**config.mk**
```make
export PLATFORM = sky130hd
export DESIGN_NAME = avalon_test_master_flat
export DESIGN_NICKNAME = d
export VERILOG_FILES = /design/src/rtl/avalon_test_master_if.sv /design/src/rtl/avalon_test_master.sv /design/src/flat_wrapper.sv
export SDC_FILE = /design/constraint.sdc
export NUM_CORES = 1
export LEC_CHECK = 0
export BUFFER_PORTS_ARGS = -buffer_cell sky130_fd_sc_hd__buf_2
export CORE_UTILIZATION = 49
export DETAILED_ROUTE_END_ITERATION = 8
export HOLD_SLACK_MARGIN = 0.03
export PLACE_DENSITY = 0.75
export SYNTH_ARGS = -nofsm -noshare
export SYNTH_HDL_FRONTEND = slang
export SYNTH_SLANG_ARGS = --single-unit
```
**constraint.sdc**
```tcl
create_clock -name clk -period 2.8 [get_ports clk]
set_clock_uncertainty 0.2 [all_clocks]
set_input_delay 0.14 -clock clk [delete_from_list [all_inputs] [get_ports clk]]
set_output_delay 0.14 -clock clk [all_outputs]
set_load 0.03 [all_outputs]
```
**src/rtl/avalon_test_master_if.sv**
```systemverilog
// Avalon-MM bus between the test master and the harness slave register file.
// Single-cycle accesses, no waitrequest; readdata is valid a fixed latency after the strobe.
interface avalon_test_master_if #(
    parameter int WIDTH = 32
) ();
    logic [3:0]       master_address;
    logic             master_read;
    logic             master_write;
    logic [WIDTH-1:0] master_writedata;
    logic [WIDTH-1:0] master_readdata;

    modport master (
        output master_address,
        output master_read,
        output master_write,
        output master_writedata,
        input  master_readdata
    );

    modport slave (
        input  master_address,
        input  master_read,
        input  master_write,
        input  master_writedata,
        output master_readdata
    );
endinterface

```
**src/rtl/avalon_test_master.sv**
```systemverilog
// Avalon-MM initiator that runs one arithmetic test on the harness: reset, enable for a
// programmed number of cycles, freeze, then read back data counter, event counter and rand_a.
module avalon_test_master #(
    parameter int WIDTH        = 32,
    parameter int CNT_WIDTH    = 32,
    parameter int RESET_HOLD   = 4,
    parameter int READ_LATENCY = 1
) (
    input  logic                 clk,
    input  logic                 reset,
    input  logic                 i_start,
    input  logic                 i_abort,
    input  logic [CNT_WIDTH-1:0] i_run_cycles,
    output logic                 o_busy,
    output logic                 o_done,
    output logic [WIDTH-1:0]     o_data_ctr,
    output logic [WIDTH-1:0]     o_event_ctr,
    output logic [WIDTH-1:0]     o_rand_a,
    output logic                 o_fail,
    avalon_test_master_if.master avm
);
    localparam int HOLD_W = (RESET_HOLD > 1) ? $clog2(RESET_HOLD) : 1;
    localparam int LAT_W  = (READ_LATENCY > 1) ? $clog2(READ_LATENCY) : 1;

    // Control word bits: [0] harness reset, [1] enable, [2] freeze
    localparam logic [WIDTH-1:0] CTRL_RST  = WIDTH'(1);
    localparam logic [WIDTH-1:0] CTRL_EN   = WIDTH'(2);
    localparam logic [WIDTH-1:0] CTRL_FRZ  = WIDTH'(6);
    localparam logic [WIDTH-1:0] CTRL_STOP = WIDTH'(4);

    typedef enum logic [3:0] {
        S_IDLE,
        S_WR_RST,
        S_HOLD,
        S_WR_EN,
        S_RUN,
        S_WR_FRZ,
        S_RD,
        S_RD_WAIT,
        S_WR_STOP,
        S_DONE,
        S_WR_ABORT
    } state_t;

    state_t               r_state;
    logic [CNT_WIDTH-1:0] r_run_cycles;
    logic [CNT_WIDTH-1:0] r_run_ctr;
    logic [HOLD_W-1:0]    r_hold_ctr;
    logic [LAT_W-1:0]     r_lat_ctr;
    logic [1:0]           r_rd_idx;
    logic                 r_busy;
    logic                 r_done;
    logic                 r_fail;
    logic [WIDTH-1:0]     r_data_ctr;
    logic [WIDTH-1:0]     r_event_ctr;
    logic [WIDTH-1:0]     r_rand_a;
    logic [3:0]           r_address;
    logic                 r_read;
    logic                 r_write;
    logic [WIDTH-1:0]     r_writedata;
    logic                 w_abort;

    // WR_ABORT already heads to IDLE, so a held abort cannot keep the FSM busy.
    assign w_abort = i_abort && (r_state != S_IDLE) && (r_state != S_DONE)
                     && (r_state != S_WR_ABORT);

    always_ff @(posedge clk) begin
        if (reset) begin
            r_state      <= S_IDLE;
            r_run_cycles <= '0;
            r_run_ctr    <= '0;
            r_hold_ctr   <= '0;
            r_lat_ctr    <= '0;
            r_rd_idx     <= '0;
            r_busy       <= 1'b0;
            r_done       <= 1'b0;
            r_fail       <= 1'b0;
            r_data_ctr   <= '0;
            r_event_ctr  <= '0;
            r_rand_a     <= '0;
            r_address    <= '0;
            r_read       <= 1'b0;
            r_write      <= 1'b0;
            r_writedata  <= '0;
        end else begin
            // Bus outputs are registered from the next state, so each access lasts one cycle
            r_address   <= '0;
            r_read      <= 1'b0;
            r_write     <= 1'b0;
            r_writedata <= '0;
            r_done      <= 1'b0;
            if (w_abort) begin
                r_state     <= S_WR_ABORT;
                r_write     <= 1'b1;
                r_writedata <= CTRL_RST;
            end else begin
                case (r_state)
                    S_IDLE: begin
                        if (i_start) begin
                            r_run_cycles <= i_run_cycles;
                            r_busy       <= 1'b1;
                            r_state      <= S_WR_RST;
                            r_write      <= 1'b1;
                            r_writedata  <= CTRL_RST;
                        end
                    end
                    S_WR_RST: begin
                        r_hold_ctr <= HOLD_W'(RESET_HOLD - 1);
                        r_state    <= S_HOLD;
                    end
                    S_HOLD: begin
                        if (r_hold_ctr == '0) begin
                            r_state     <= S_WR_EN;
                            r_write     <= 1'b1;
                            r_writedata <= CTRL_EN;
                        end else begin
                            r_hold_ctr <= r_hold_ctr - HOLD_W'(1);
                        end
                    end
                    S_WR_EN: begin
                        r_run_ctr <= r_run_cycles - CNT_WIDTH'(1);
                        if (r_run_cycles == '0) begin
                            r_state     <= S_WR_FRZ;
                            r_write     <= 1'b1;
                            r_writedata <= CTRL_FRZ;
                        end else begin
                            r_state <= S_RUN;
                        end
                    end
                    S_RUN: begin
                        if (r_run_ctr == '0) begin
                            r_state     <= S_WR_FRZ;
                            r_write     <= 1'b1;
                            r_writedata <= CTRL_FRZ;
                        end else begin
                            r_run_ctr <= r_run_ctr - CNT_WIDTH'(1);
                        end
                    end
                    S_WR_FRZ: begin
                        r_rd_idx  <= 2'd0;
                        r_state   <= S_RD;
                        r_read    <= 1'b1;
                        r_address <= 4'h2;
                    end
                    S_RD: begin
                        r_lat_ctr <= LAT_W'(READ_LATENCY - 1);
                        r_state   <= S_RD_WAIT;
                    end
                    S_RD_WAIT: begin
                        if (r_lat_ctr == '0) begin
                            case (r_rd_idx)
                                2'd0:    r_data_ctr  <= avm.master_readdata;
                                2'd1:    r_event_ctr <= avm.master_readdata;
                                default: r_rand_a    <= avm.master_readdata;
                            endcase
                            if (r_rd_idx == 2'd2) begin
                                r_state     <= S_WR_STOP;
                                r_write     <= 1'b1;
                                r_writedata <= CTRL_STOP;
                            end else begin
                                r_rd_idx  <= r_rd_idx + 2'd1;
                                r_state   <= S_RD;
                                r_read    <= 1'b1;
                                r_address <= 4'h3 + {2'b00, r_rd_idx};
                            end
                        end else begin
                            r_lat_ctr <= r_lat_ctr - LAT_W'(1);
                        end
                    end
                    S_WR_STOP: begin
                        r_done  <= 1'b1;
                        r_fail  <= (r_event_ctr != '0);
                        r_state <= S_DONE;
                    end
                    default: begin
                        r_busy  <= 1'b0;
                        r_state <= S_IDLE;
                    end
                endcase
            end
        end
    end

    assign o_busy               = r_busy;
    assign o_done               = r_done;
    assign o_fail               = r_fail;
    assign o_data_ctr           = r_data_ctr;
    assign o_event_ctr          = r_event_ctr;
    assign o_rand_a             = r_rand_a;
    assign avm.master_address   = r_address;
    assign avm.master_read      = r_read;
    assign avm.master_write     = r_write;
    assign avm.master_writedata = r_writedata;
endmodule
```
**src/flat_wrapper.sv**
```systemverilog
// flat-port wrapper written by rule: the top's interface ports become plain ports
module avalon_test_master_flat 
#(
    parameter int WIDTH        = 32,
    parameter int CNT_WIDTH    = 32,
    parameter int RESET_HOLD   = 4,
    parameter int READ_LATENCY = 1
)
  (clk, reset, i_start, i_abort, i_run_cycles, o_busy, o_done, o_data_ctr, o_event_ctr, o_rand_a, o_fail, avm_master_address, avm_master_read, avm_master_write, avm_master_writedata, avm_master_readdata);
  avalon_test_master_if #(.WIDTH(WIDTH)) avm_i ();
  input  logic clk;
  input  logic reset;
  input  logic i_start;
  input  logic i_abort;
  input  logic [CNT_WIDTH-1:0] i_run_cycles;
  output logic o_busy;
  output logic o_done;
  output logic [WIDTH-1:0] o_data_ctr;
  output logic [WIDTH-1:0] o_event_ctr;
  output logic [WIDTH-1:0] o_rand_a;
  output logic o_fail;
  output wire logic [$bits(avm_i.master_address)-1:0] avm_master_address;
  output wire logic [$bits(avm_i.master_read)-1:0] avm_master_read;
  output wire logic [$bits(avm_i.master_write)-1:0] avm_master_write;
  output wire logic [$bits(avm_i.master_writedata)-1:0] avm_master_writedata;
  input wire logic [$bits(avm_i.master_readdata)-1:0] avm_master_readdata;
  assign avm_master_address = avm_i.master_address;
  assign avm_master_read = avm_i.master_read;
  assign avm_master_write = avm_i.master_write;
  assign avm_master_writedata = avm_i.master_writedata;
  assign avm_i.master_readdata = avm_master_readdata;
  avalon_test_master #(.WIDTH(WIDTH), .CNT_WIDTH(CNT_WIDTH), .RESET_HOLD(RESET_HOLD), .READ_LATENCY(READ_LATENCY)) u_core (.clk(clk), .reset(reset), .i_start(i_start), .i_abort(i_abort), .i_run_cycles(i_run_cycles), .o_busy(o_busy), .o_done(o_done), .o_data_ctr(o_data_ctr), .o_event_ctr(o_event_ctr), .o_rand_a(o_rand_a), .o_fail(o_fail), .avm(avm_i));
endmodule
```
# Word-level counts from Yosys, hierarchy flattened
# Index checks and enable logic that the tools add are counted.
# word_totals
ff_bits,210
in_bits,68
out_inout_bits,137
# classes
n_addsub,6
n_eq_ne,23
muxes,42
bitwise_logic,4
reduce_logical,29
# ops
op,count
one-hot mux 32 bit (5 select lines),1
zero test 32 bit,2
2-to-1 mux 32 bit,2
one-hot mux 32 bit (2 select lines),1
"subtractor 32 x 1 -> 32 bit, second input constant",2
one-hot mux 4 bit (9 select lines),1
2-to-1 mux 4 bit,8
nonzero test 32 bit,1
AND reduction 4 bit,6
"== test 4 x 3 -> 1 bit, second input constant",4
2-to-1 mux 1 bit,15
AND reduction 3 bit,4
"!= test 2 bit, second input constant",5
2-to-1 mux 3 bit,3
"== test 4 x 2 -> 1 bit, second input constant",2
2-to-1 mux 2 bit,4
"!= test 4 bit, second input constant",2
one-hot mux 2 bit (2 select lines),2
one-hot mux 4 bit (2 select lines),1
nonzero test 2 bit,4
OR reduction 8 bit,1
"!= test 3 x 1 -> 1 bit, second input constant",2
one-hot mux 1 bit (2 select lines),3
one-hot mux 1 bit (5 select lines),1
other kinds (18),27

# Longest topological paths before layout
# Gate-level depths: netlist of the first run.
# logic_depth
word_depth,6
depth_mapped,11

# Worst setup path before layout of the first run
# No wires, ideal clock.
# synth_path
path_type,register to register
from,reg u_core.r_state[0]
to,reg u_core.r_run_ctr[26]
arrival_time_ps,2563
required_ps,2468
path_slack_ps,-95
path_stages_with_launch,11
path_cell_list,dfxtp_1 -> clkbuf_1 -> nor4b_2 -> clkbuf_1 -> mux2i_1 -> ha_1 -> clkbuf_1 -> clkbuf_1 -> nand3_1 -> o211ai_1 -> a31oi_1
# synth_via
elab_chain_len,6
# synth_lines
item,line,rtl
from (decl),avalon_test_master.sv:45,state_t r_state;
from (signal assigned),avalon_test_master.sv:69,r_state <= S_IDLE;
from (signal assigned),avalon_test_master.sv:93,r_state <= S_WR_ABORT;
from (signal assigned),avalon_test_master.sv:102,r_state <= S_WR_RST;
nonzero test 4 bit,avalon_test_master.sv:64,assign w_abort = i_abort && (r_state != S_IDLE) && (r_state != S_DONE)
logical AND 1 bit (2 in a row),avalon_test_master.sv:64,
logical AND 1 bit,avalon_test_master.sv:65,&& (r_state != S_WR_ABORT);
NOT 1 bit (no source line),--,
AND reduction 3 bit (no source line),--,
to (signal assigned),avalon_test_master.sv:121,r_run_ctr <= r_run_cycles - CNT_WIDTH'(1);
to (signal assigned),avalon_test_master.sv:136,r_run_ctr <= r_run_ctr - CNT_WIDTH'(1);
to (decl),avalon_test_master.sv:47,logic [CNT_WIDTH-1:0] r_run_ctr;
# Parallel ways exist; a longest one is shown, timed or not.
# A chain may end at the register's enable or synchronous reset.

# Final worst setup path of the first run
# layout_path
from,reg u_core.r_run_ctr[24]
to,reg u_core.r_run_ctr[17]
# layout_via
elab_chain_len,3
# layout_lines
item,line,rtl
zero test 32 bit,avalon_test_master.sv:131,if (r_run_ctr == '0) begin
!= test 2 bit (no source line),--,
AND reduction 3 bit (no source line),--,
# No other way between the ends.

==> flow_summary.json, run 1 <==
{
  "finalSetupViolations": 0,
  "nFillCells": 1426,
  "worstPathRequired_ns": 2.93,
  "grt_antenna_before_repair": 0,
  "critPathLaunchType": "flop",
  "netlist_instances": 1141,
  "syn_to_final_growth_pct": 30.9,
  "synth_edf_count": 0,
  "numCtsBuffers": 17,
  "initial_core_util_pct": 50.9,
  "grt_pass1_vias": 8404,
  "grt_max_degree": 76,
  "synth_flop_cell": "dfxtp_1",
  "synthTopCellsByCount": "nand2_1, dfxtp_1, a21oi_1",
  "yosysTopAreaCell": "dfxtp_1",
  "track_usage_pct": 28.5,
  "clk_pin_slew_ns": 0.08,
  "arrival_ns": 2.91,
  "p_switching_mw": 3.06,
  "peakVddDrop_v": 0.000469,
  "max_freq_mhz": 360,
  "fin_crit_sh_pct": 99.3,
  "die_height_um": 134,
  "netlist_area_um2": 8550,
  "via_per_inst": 5.67,
  "diodes": 0,
  "placed_cell_area_um2": 9770,
  "wl_per_cell_um": 16.0,
  "syn_area_per_cell_um2": 7.50,
  "intPower_mw": 5.07,
  "pwr-share-clk_pct": 29.1,
  "insertion_delay_ns": 0.44,
  "die-area_um2": 18000,
  "period_needed_ns": 2.78,
  "worst_path_max_delay_cell": "or4_4",
  "outcome": "finished clean",
  "crit_buf_inv": 2,
  "globalplace.congestion": 0.903,
  "switching_share_pct": 37.7,
  "postRouteWirelength_mm": 25.8,
  "path_delay_family": "simple AND/OR/NAND/NOR gates",
  "path_cells": "or4_4 > or4_4 > buf_6 > o41ai_4 > buf_4 > nor4b_2 > o21a_1 > o31a_1",
  "maxCapViolCount": 0,
  "core_um2": 16800,
  "drive_above_1_share_pct": 22.3,
  "row_count": 47,
  "worst_slack_ns": 0.0206,
  "fin_util_pct": 66.6,
  "path_max_fanout": 3,
  "maxSlewHeadroom_pct": 45.8,
  "synth-seq-cells": 179,
  "hold_path.class": "input port to flop",
  "crit_type": "flop to flop",
  "first_pass_iters": 5,
  "slew_viol_final": 0,
  "yosysUniqueCellTypes": 68,
  "yosysMostFrequentCell": "nand2_1",
  "critPathMaxStageDelay_ns": 0.54,
  "hold_viol": 0,
  "drt.antenna.violating_nets": 0,
  "synth_top_area_share_pct": 41.9,
  "synth-seq-area-share_pct": 41.9,
  "grt_pass1_wl_mm": 41.3,
  "ys_top_cells_by_area": "dfxtp_1, nand2_1, a21oi_1",
  "place_hpwl_mm": 16.7,
  "cts_tree": "done",
  "cts.htree.levels": 4,
  "seq_power_share_pct": 36.0,
  "ioPinCount": 205,
  "finalSetupTns_ns": 0,
  "overflow": 0,
  "powerDensity_nw_per_um2": 726,
  "fin_nets": 1454,
  "combPwrFrac_pct": 34.9,
  "die_w_um": 134,
  "ys_warn_count": 0,
  "synthArstFlopShare_pct": 0,
  "endpoint_kind": "flop",
  "clockBufferDepth": 2,
  "vias": 9145,
  "drt-initial-drc-count": 866,
  "fin_area_um2": 11200,
  "worst_pin_slew_ns": 0.806,
  "cts_root_buffer": "clkbuf_16",
  "leakagePower_nw": 4.54,
  "drc": 0,
  "cp_common_cell": "or4_4",
  "rsz0062_at_grt": "true",
  "place_ws_ns": 0.0178,
  "clock_sinks": 179,
  "power_mw": 8.14,
  "numPortBuffers": 174
}
through the flow:
stage,hold WS (ns),std cells
after floorplan,0.0760,1170
after global placement,0.181,1508
after detailed placement,0.187,1508
after CTS,0.0473,1612
after global routing,0.0727,1613
final,0.0431,1613
power by group through the flow:
stage	registers (mW)	clock network (mW)	logic [mW]
finish	2.93	2.37	2.84
global route	2.96	2.50	3.11
CTS	2.92	2.40	2.74
detailed placement	2.98	0	2.61
global placement	2.97	0	2.58
floorplan	2.99	0	1.77
cell families after synthesis:
logic type | Yosys count | share of synthesized area [%]
simple gates | 518 | 27.2
compound gates | 295 | 20.9
flops | 179 | 41.9
buf+inv | 125 | 7.15
mux | 13 | 1.54
fa+ha+maj | 6 | 0.878
xor+xnor | 4 | 0.410
other cells | 1 | 0.0438
timing repair:
action,4_1_cts,5_1_grt
hold buffers,65,0
pin swaps,10,4
endpoints found under the hold margin,130,0
setup buffers,7,1
endpoints found under the setup margin,1,26
gates resized for setup,13,14
worst paths after layout:
path / from / to / slack (ns) / cells after the start
worst max register to register: u_core.r_run_ctr[24] / u_core.r_run_ctr[17] / 0.02 / 8
worst min register to register: u_core.o_rand_a[30] / u_core.o_rand_a[30] / 0.25 / 2
worst min-delay path: reset / u_core.r_run_ctr[25] / 0.04 / 2
worst max-delay path: u_core.r_run_ctr[24] / u_core.r_run_ctr[17] / 0.02 / 8
layer usage:
layer	part of all wire, %	GRT usage [%]
met2	47	46.7
met5	0	0
met4	2.1	10.0
met1	43	36.0
met3	8.1	7.63
layout by cell type (no fill, tap or decap), types with 11 or more instances in the layout:
master / instances
a21oi_1: 173
a31oi_1: 12
buf_2: 173
buf_4: 56
clkbuf_16: 17
conb_1: 30
dfxtp_1: 176
dlygate4sd3_1: 65
inv_1: 11
mux2i_1: 12
nand2_1: 320
nand3_1: 18
nor2_1: 51
nor3_1: 34
nor4_1: 18
o2111ai_1: 12
o21ai_0: 20
or3_1: 12
registers in the layout, indices dropped and copies added, names as in the netlist:
name	count
u_core.o_data_ctr	32
u_core.o_event_ctr	32
u_core.o_rand_a	32
u_core.r_run_ctr	32
u_core.r_run_cycles	32
u_core.r_state	4
u_core.avm.master_address	3
u_core.avm.master_writedata	3
u_core.r_hold_ctr	2
u_core.r_rd_idx	2
u_core.avm.master_read	1
u_core.avm.master_write	1
u_core.o_busy	1
u_core.o_done	1
u_core.o_fail	1
layout make-up:
type,instances,area [um2],share of cell area (%)
Clock inverter,15,160,1.43
Inverter,11,41.3,0.369
Multi-Input combinational cell,866,4590,41.0
Tap cell,220,275,2.46
Clock buffer,17,425,3.80
Timing Repair Buffer,305,2120,18.9
Sequential cell,179,3590,32.0
No activity file was read; power rests on OpenSTA's default activity.
==> run 2: changes to the inputs <==
--- a/config.mk
+++ b/config.mk
@@ -5,11 +5,11 @@
 export SDC_FILE = /design/constraint.sdc
 export NUM_CORES = 1
 export LEC_CHECK = 0
-export BUFFER_PORTS_ARGS = -buffer_cell sky130_fd_sc_hd__buf_2
-export CORE_UTILIZATION = 49
+export CORE_UTILIZATION = 55
 export DETAILED_ROUTE_END_ITERATION = 8
+export DONT_BUFFER_PORTS = 1
 export HOLD_SLACK_MARGIN = 0.03
-export PLACE_DENSITY = 0.75
+export PLACE_DENSITY = 0.71
 export SYNTH_ARGS = -nofsm -noshare
 export SYNTH_HDL_FRONTEND = slang
 export SYNTH_SLANG_ARGS = --single-unit
==> run 2 against run 1 <==
The run now ends with setup timing left. Largest power group unchanged. Non-clock buffer count fell by 167. Utilization rose by 1.6 points. Count of clock-buffer cells in the layout rose by 3. Worst setup slack got worse by 0.033 ns. Cell count fell by 12%. Sequential share of layout area rose by 2.6 points. Final area fell by 7.4%. Register-to-register slack got worse by 0.03 ns. Power fell by 0.52%.
==> flow_summary.json, run 2 (synthesis results as in run 1) <==
{
  "peakVddDrop_v": 0.000670,
  "startpoint": "u_core.r_run_ctr[24]",
  "seqCellArea_um2": 3590,
  "grt_pass1_wl_mm": 39.8,
  "top_layer_used": "met4",
  "clk_pin_slew_ns": 0.07,
  "timing.hold.ws_ns": 0.0629,
  "clockBufferDepth": 2,
  "routed-wl-met3_mm": 2.13,
  "worst_pin_slew_ns": 0.690,
  "p_switching_mw": 2.95,
  "maxCapViolCount": 0,
  "crit_type": "flop to flop",
  "endpoint_kind": "flop",
  "final_common_cell": "nand2_1",
  "diodes": 0,
  "seq_power_share_pct": 36.9,
  "cts_root_buffer": "clkbuf_16",
  "outcome": "complete, but fails checks",
  "switching_share_pct": 36.4,
  "hold_viol": 0,
  "via_per_inst": 5.98,
  "clock_sinks": 179,
  "core_um2": 15200,
  "initial_core_util_pct": 56.3,
  "grt_pass1_vias": 7907,
  "drive_above_1_share_pct": 10.5,
  "wl_met1_mm": 10.1,
  "hold_path.class": "input port to flop",
  "path_delay_family": "simple AND/OR/NAND/NOR gates",
  "cts.htree.levels": 4,
  "numCtsBuffers": 17,
  "pwr-share-clk_pct": 29.3,
  "postRouteWirelength_mm": 24.7,
  "grt_max_degree": 135,
  "worstPathRequired_ns": 2.89,
  "power_mw": 8.09,
  "cp_common_cell": "or4_4",
  "rsz0062_at_grt": "true",
  "die_w_um": 127,
  "violations": "setup timing",
  "fin_area_um2": 10400,
  "r2r_start": "u_core.r_run_ctr[24]",
  "nFillCells": 1291,
  "period_needed_ns": 2.81,
  "leakagePower_nw": 3.81,
  "drt.antenna.violating_nets": 0,
  "arrival_ns": 2.90,
  "placed_cell_area_um2": 8730,
  "fin_crit_sh_pct": 100,
  "globalplace.congestion": 0.868,
  "grt_antenna_before_repair": 0,
  "drc": 0,
  "overflow": 0,
  "numPortBuffers": 0,
  "fin_nets": 1288,
  "die_height_um": 127,
  "multi_input_area_um2": 4630,
  "place_hpwl_mm": 15.4,
  "worst_slack_ns": -0.0124,
  "wl_per_cell_um": 17.4,
  "final_cell_mix": "nand2_1, dfxtp_1, a21oi_1",
  "syn_to_final_growth_pct": 21.3,
  "row_count": 45,
  "die-area_um2": 16100,
  "max_freq_mhz": 356,
  "combPwrFrac_pct": 33.8,
  "vias": 8457,
  "track_usage_pct": 30.7,
  "insertion_delay_ns": 0.43,
  "final_cell_count_no_fill": 1415,
  "worst_path_max_delay_cell": "or4_4",
  "slew_viol_final": 0,
  "finalSetupViolations": 5,
  "met2_length_mm": 12.0,
  "drt-initial-drc-count": 729,
  "ioPinCount": 205,
  "r2r_slack_ns": -0.01,
  "path_cells": "or4_4 > or4_4 > o41a_4 > buf_4 > o2111ai_1 > a21oi_1",
  "cts_tree": "done",
  "critPathLaunchType": "flop",
  "powerDensity_nw_per_um2": 780,
  "finalSetupTns_ns": -0.0448,
  "intPower_mw": 5.14,
  "dp.cells": 1295,
  "hold_start": "i_start",
  "maxSlewHeadroom_pct": 53.6,
  "path_max_fanout": 6,
  "first_pass_iters": 5,
  "crit_buf_inv": 1,
  "critPathMaxStageDelay_ns": 0.57
}
-- run 2: cell types whose count changed in the layout (fill, tap and decap cells not counted), sizes merged --
cell and delta:
bufinv +1, dlygate4sd3 +20, clkbuf +3, clkinvlp -1, buf -187, inv +1, o41a +1, clkinv -4
-- run 2: cell type report --
cell class | count | share of cell area [%]
clock buffer | 20 | 4.31
clock inverter | 12 | 1.24
inverter | 11 | 0.398
multi-input combinational | 867 | 44.6
sequential | 179 | 34.6
tap | 188 | 2.27
timing repair buffer | 138 | 12.6
-- run 2: power by group through the flow --
stage | Clock (mW) | Sequential (mW) | Combinational, mW
after floorplan | 0 | 2.99 | 1.77
after global placement | 0 | 3.03 | 2.33
after detailed placement | 0 | 3.04 | 2.34
after CTS | 2.41 | 2.98 | 2.60
after global routing | 2.51 | 3.01 | 3.02
final | 2.37 | 2.99 | 2.74
-- run 2: worst paths after layout --
| kind | to | cells past startpoint |
|---|---|---|
| setup / recovery | u_core.r_run_ctr[14] | 6 |
| hold reg to reg | u_core.r_run_ctr[13] | 2 |
| setup reg to reg | u_core.r_run_ctr[14] | 6 |
| hold / removal | u_core.r_run_cycles[0] | 4 |
-- run 2: worst min-delay path, delay by kind of cell --
family                 cells  cell delay, ns
AND/OR/NAND/NOR            2            0.17
AO/OA/AOI/OAI              1            0.05
buffers and inverters      1            0.25
-- run 2: timing repair --
action / 4_1_cts / 5_1_grt
resized for setup: 0 / 41
endpoints found under the setup margin: 0 / 29
hold endpoints to repair: 179 / 0
setup buffers: 0 / 1
hold buffers: 86 / 0
-- run 2: per-layer routing --
layer / global-route usage (%) / vias to the layer above
li1: - / 4087
met1: 37.6 / 3970
met2: 52.2 / 357
met3: 9.19 / 43
met4: 8.75 / 0
met5: 0 / -
-- run 2: metrics by stage --
stage,util [%],setup slack [ns]
floorplan,-,0.0162
global placement,57.4,0.111
detailed placement,57.4,0.0844
CTS,67.0,0.0215
global route,68.2,-0.0625
finish,68.2,-0.0124
==> run 3: changes to the inputs <==
--- a/config.mk
+++ b/config.mk
@@ -13,3 +13,4 @@
 export SYNTH_ARGS = -nofsm -noshare
 export SYNTH_HDL_FRONTEND = slang
 export SYNTH_SLANG_ARGS = --single-unit
+export TNS_END_PERCENT = 1
==> constraint.sdc (replaced) <==
create_clock -name clk -period 2.8 [get_ports clk]
set_clock_uncertainty 0.2 [all_clocks]
set_input_delay 0.56 -clock clk [delete_from_list [all_inputs] [get_ports clk]]
set_output_delay 0.56 -clock clk [all_outputs]
set_load 0.03 [all_outputs]
==> run 3 against run 2 <==
The flow now finishes without violations. Worst setup slack better by 0.034 ns. Largest power group unchanged. Utilization fell by 6.3 points. Sequential share of layout area grew 3.5 points. Fmax grew 1.2%. Critical path depth up 1.
==> flow_summary.json, run 3 (synthesis results as in run 1) <==
{
  "place_ws_ns": 0.0844,
  "numCtsBuffers": 17,
  "globalplace.congestion": 0.868,
  "grt_antenna_before_repair": 0,
  "max_freq_mhz": 360,
  "hold_path.class": "input port to flop",
  "dp.cells": 1295,
  "hold-path-endpoint": "u_core.o_rand_a[26]",
  "powerDensity_nw_per_um2": 828,
  "r2r_slack_ns": 0.02,
  "fin_area_um2": 9410,
  "die-area_um2": 16100,
  "grt_max_degree": 78,
  "hold_viol": 0,
  "hold_start": "avm_master_readdata[26]",
  "drive_above_1_share_pct": 9.62,
  "core_um2": 15200,
  "r2r_start": "u_core.r_run_ctr[5]",
  "fin_crit_sh_pct": 99.2,
  "cts_tree": "done",
  "final_cell_mix": "nand2_1, dfxtp_1, a21oi_1",
  "final_cell_count_no_fill": 1331,
  "wl_per_cell_um": 17.7,
  "top_usage_layer": "met2",
  "maxCapViolCount": 0,
  "postCtsSetupRepairBufs": 0,
  "clockBufferDepth": 2,
  "postRouteWirelength_mm": 23.6,
  "slew_viol_final": 0,
  "critPathLaunchType": "flop",
  "track_usage_pct": 29.6,
  "drt.antenna.violating_nets": 0,
  "use_met3_pct": 9.91,
  "worst_pin_slew_ns": 1.11,
  "vias": 7951,
  "path_cells": "or4_4 > or3_4 > o41a_4 > buf_4 > o21ai_1 > o211a_1 > nor2_1",
  "clock_sinks": 179,
  "via_per_inst": 5.97,
  "min_path_cells": 2,
  "ioPinCount": 205,
  "cts_root_buffer": "clkbuf_16",
  "first_pass_iters": 5,
  "worstPathRequired_ns": 2.87,
  "met2_usage_pct": 49.0,
  "place_hpwl_mm": 15.4,
  "rsz0062_at_grt": "true",
  "grt_pass1_wl_mm": 38.0,
  "endpoint_kind": "flop",
  "r2r-end": "u_core.r_run_ctr[4]",
  "die_height_um": 127,
  "worst_path_max_delay_cell": "or4_4",
  "drt-initial-drc-count": 789,
  "r2r_cells": 7,
  "arrival_ns": 2.85,
  "finalSetupViolations": 0,
  "drc": 0,
  "fin_nets": 1204,
  "crit_type": "flop to flop",
  "final_common_cell": "nand2_1",
  "leakagePower_nw": 3.34,
  "cts.htree.levels": 4,
  "die_w_um": 127,
  "outcome": "finished clean",
  "worst_slack_ns": 0.0212,
  "overflow": 0,
  "diodes": 0,
  "period_needed_ns": 2.78,
  "path_max_fanout": 13,
  "syn_to_final_growth_pct": 10.0,
  "grt_pass1_vias": 7397,
  "insertion_delay_ns": 0.43,
  "clk_pin_slew_ns": 0.07,
  "maxSlewHeadroom_pct": 25.8,
  "initial_core_util_pct": 56.3,
  "critPathMaxStageDelay_ns": 0.57,
  "placed_cell_area_um2": 8730,
  "peakVddDrop_v": 0.000661,
  "grt_util_met1_pct": 36.8,
  "numPortBuffers": 0,
  "row_count": 45
}
[run 3: changes by cell type in the layout (fill, tap and decap cells not counted), moves of 3 or more]
cell / previous run / this run
dlygate4sd3_1: 85 / 2
buf_6: 3 / 0
buf_8: 3 / 0
o2111ai_1: 11 / 16
o21ai_2: 6 / 3
o2111ai_2: 5 / 0
buf_4: 46 / 51
[run 3: layout make-up]
type	count	area, um2
tap	188	235
inverter	11	41.3
timing repair buffer	55	450
fill	1417	5790
sequential	179	3580
clock buffer	20	447
clock inverter	12	129
multi-input combinational	866	4530
[run 3: layer usage]
metal	up-vias	routed length [um]	share of wire, %
li1	3898	-	-
met1	3700	9810	42
met2	328	11300	48
met3	25	2180	9.2
met4	0	361	1.5
met5	-	0	0
[run 3: worst max-delay path by stage]
stage | startpoint | to
2_1_floorplan | u_core.r_state[0] | u_core.r_run_ctr[26]
3_5_place_dp | u_core.r_state[1] | u_core.r_run_ctr[18]
4_1_cts | u_core.r_run_ctr[5] | u_core.r_run_ctr[4]
3_3_place_gp | u_core.r_run_ctr[5] | u_core.r_run_ctr[4]
6_report | u_core.r_run_ctr[5] | u_core.r_run_ctr[4]
5_1_grt | u_core.r_run_ctr[5] | u_core.r_run_ctr[4]
[run 3: power breakdown]
part           switching [mW]  total, mW  leakage [nW]  internal, mW
clock network            1.07       2.36         0.283          1.28
registers               0.250       2.99          1.45          2.74
logic                    1.51       2.45          1.61         0.940
[run 3: critical path: cells and delay by family, from the launching register on]
| family | cells | cell delay (ns) |
|---|---|---|
| buffers and inverters | 1 | 0.21 |
| DFF | 1 | 0.35 |
| AOI/OAI and AO/OA | 3 | 0.82 |
| and+or+nand+nor | 3 | 1.05 |
[run 3: per-stage QoR]
| step | TNS [ns] | util (%) | total power [mW] | hold WS, ns |
|---|---|---|---|---|
| 6_report | 0 | 61.9 | 7.80 | 0.0554 |
| 5_1_grt | -0.255 | 61.9 | 8.24 | 0.0453 |
| 4_1_cts | 0 | 61.7 | 7.79 | 0.0438 |
| 3_5_place_dp | 0 | 57.4 | 5.38 | 0.259 |
| 3_3_place_gp | 0 | 57.4 | 5.36 | 0.249 |
| 2_1_floorplan | 0 | - | 4.76 | 0.240 |
[run 3: what timing repair did]
item	CTS	global route
gates resized for setup	0	9
setup endpoints to repair	0	15
hold buffers	4	0
hold endpoints to repair	48	0
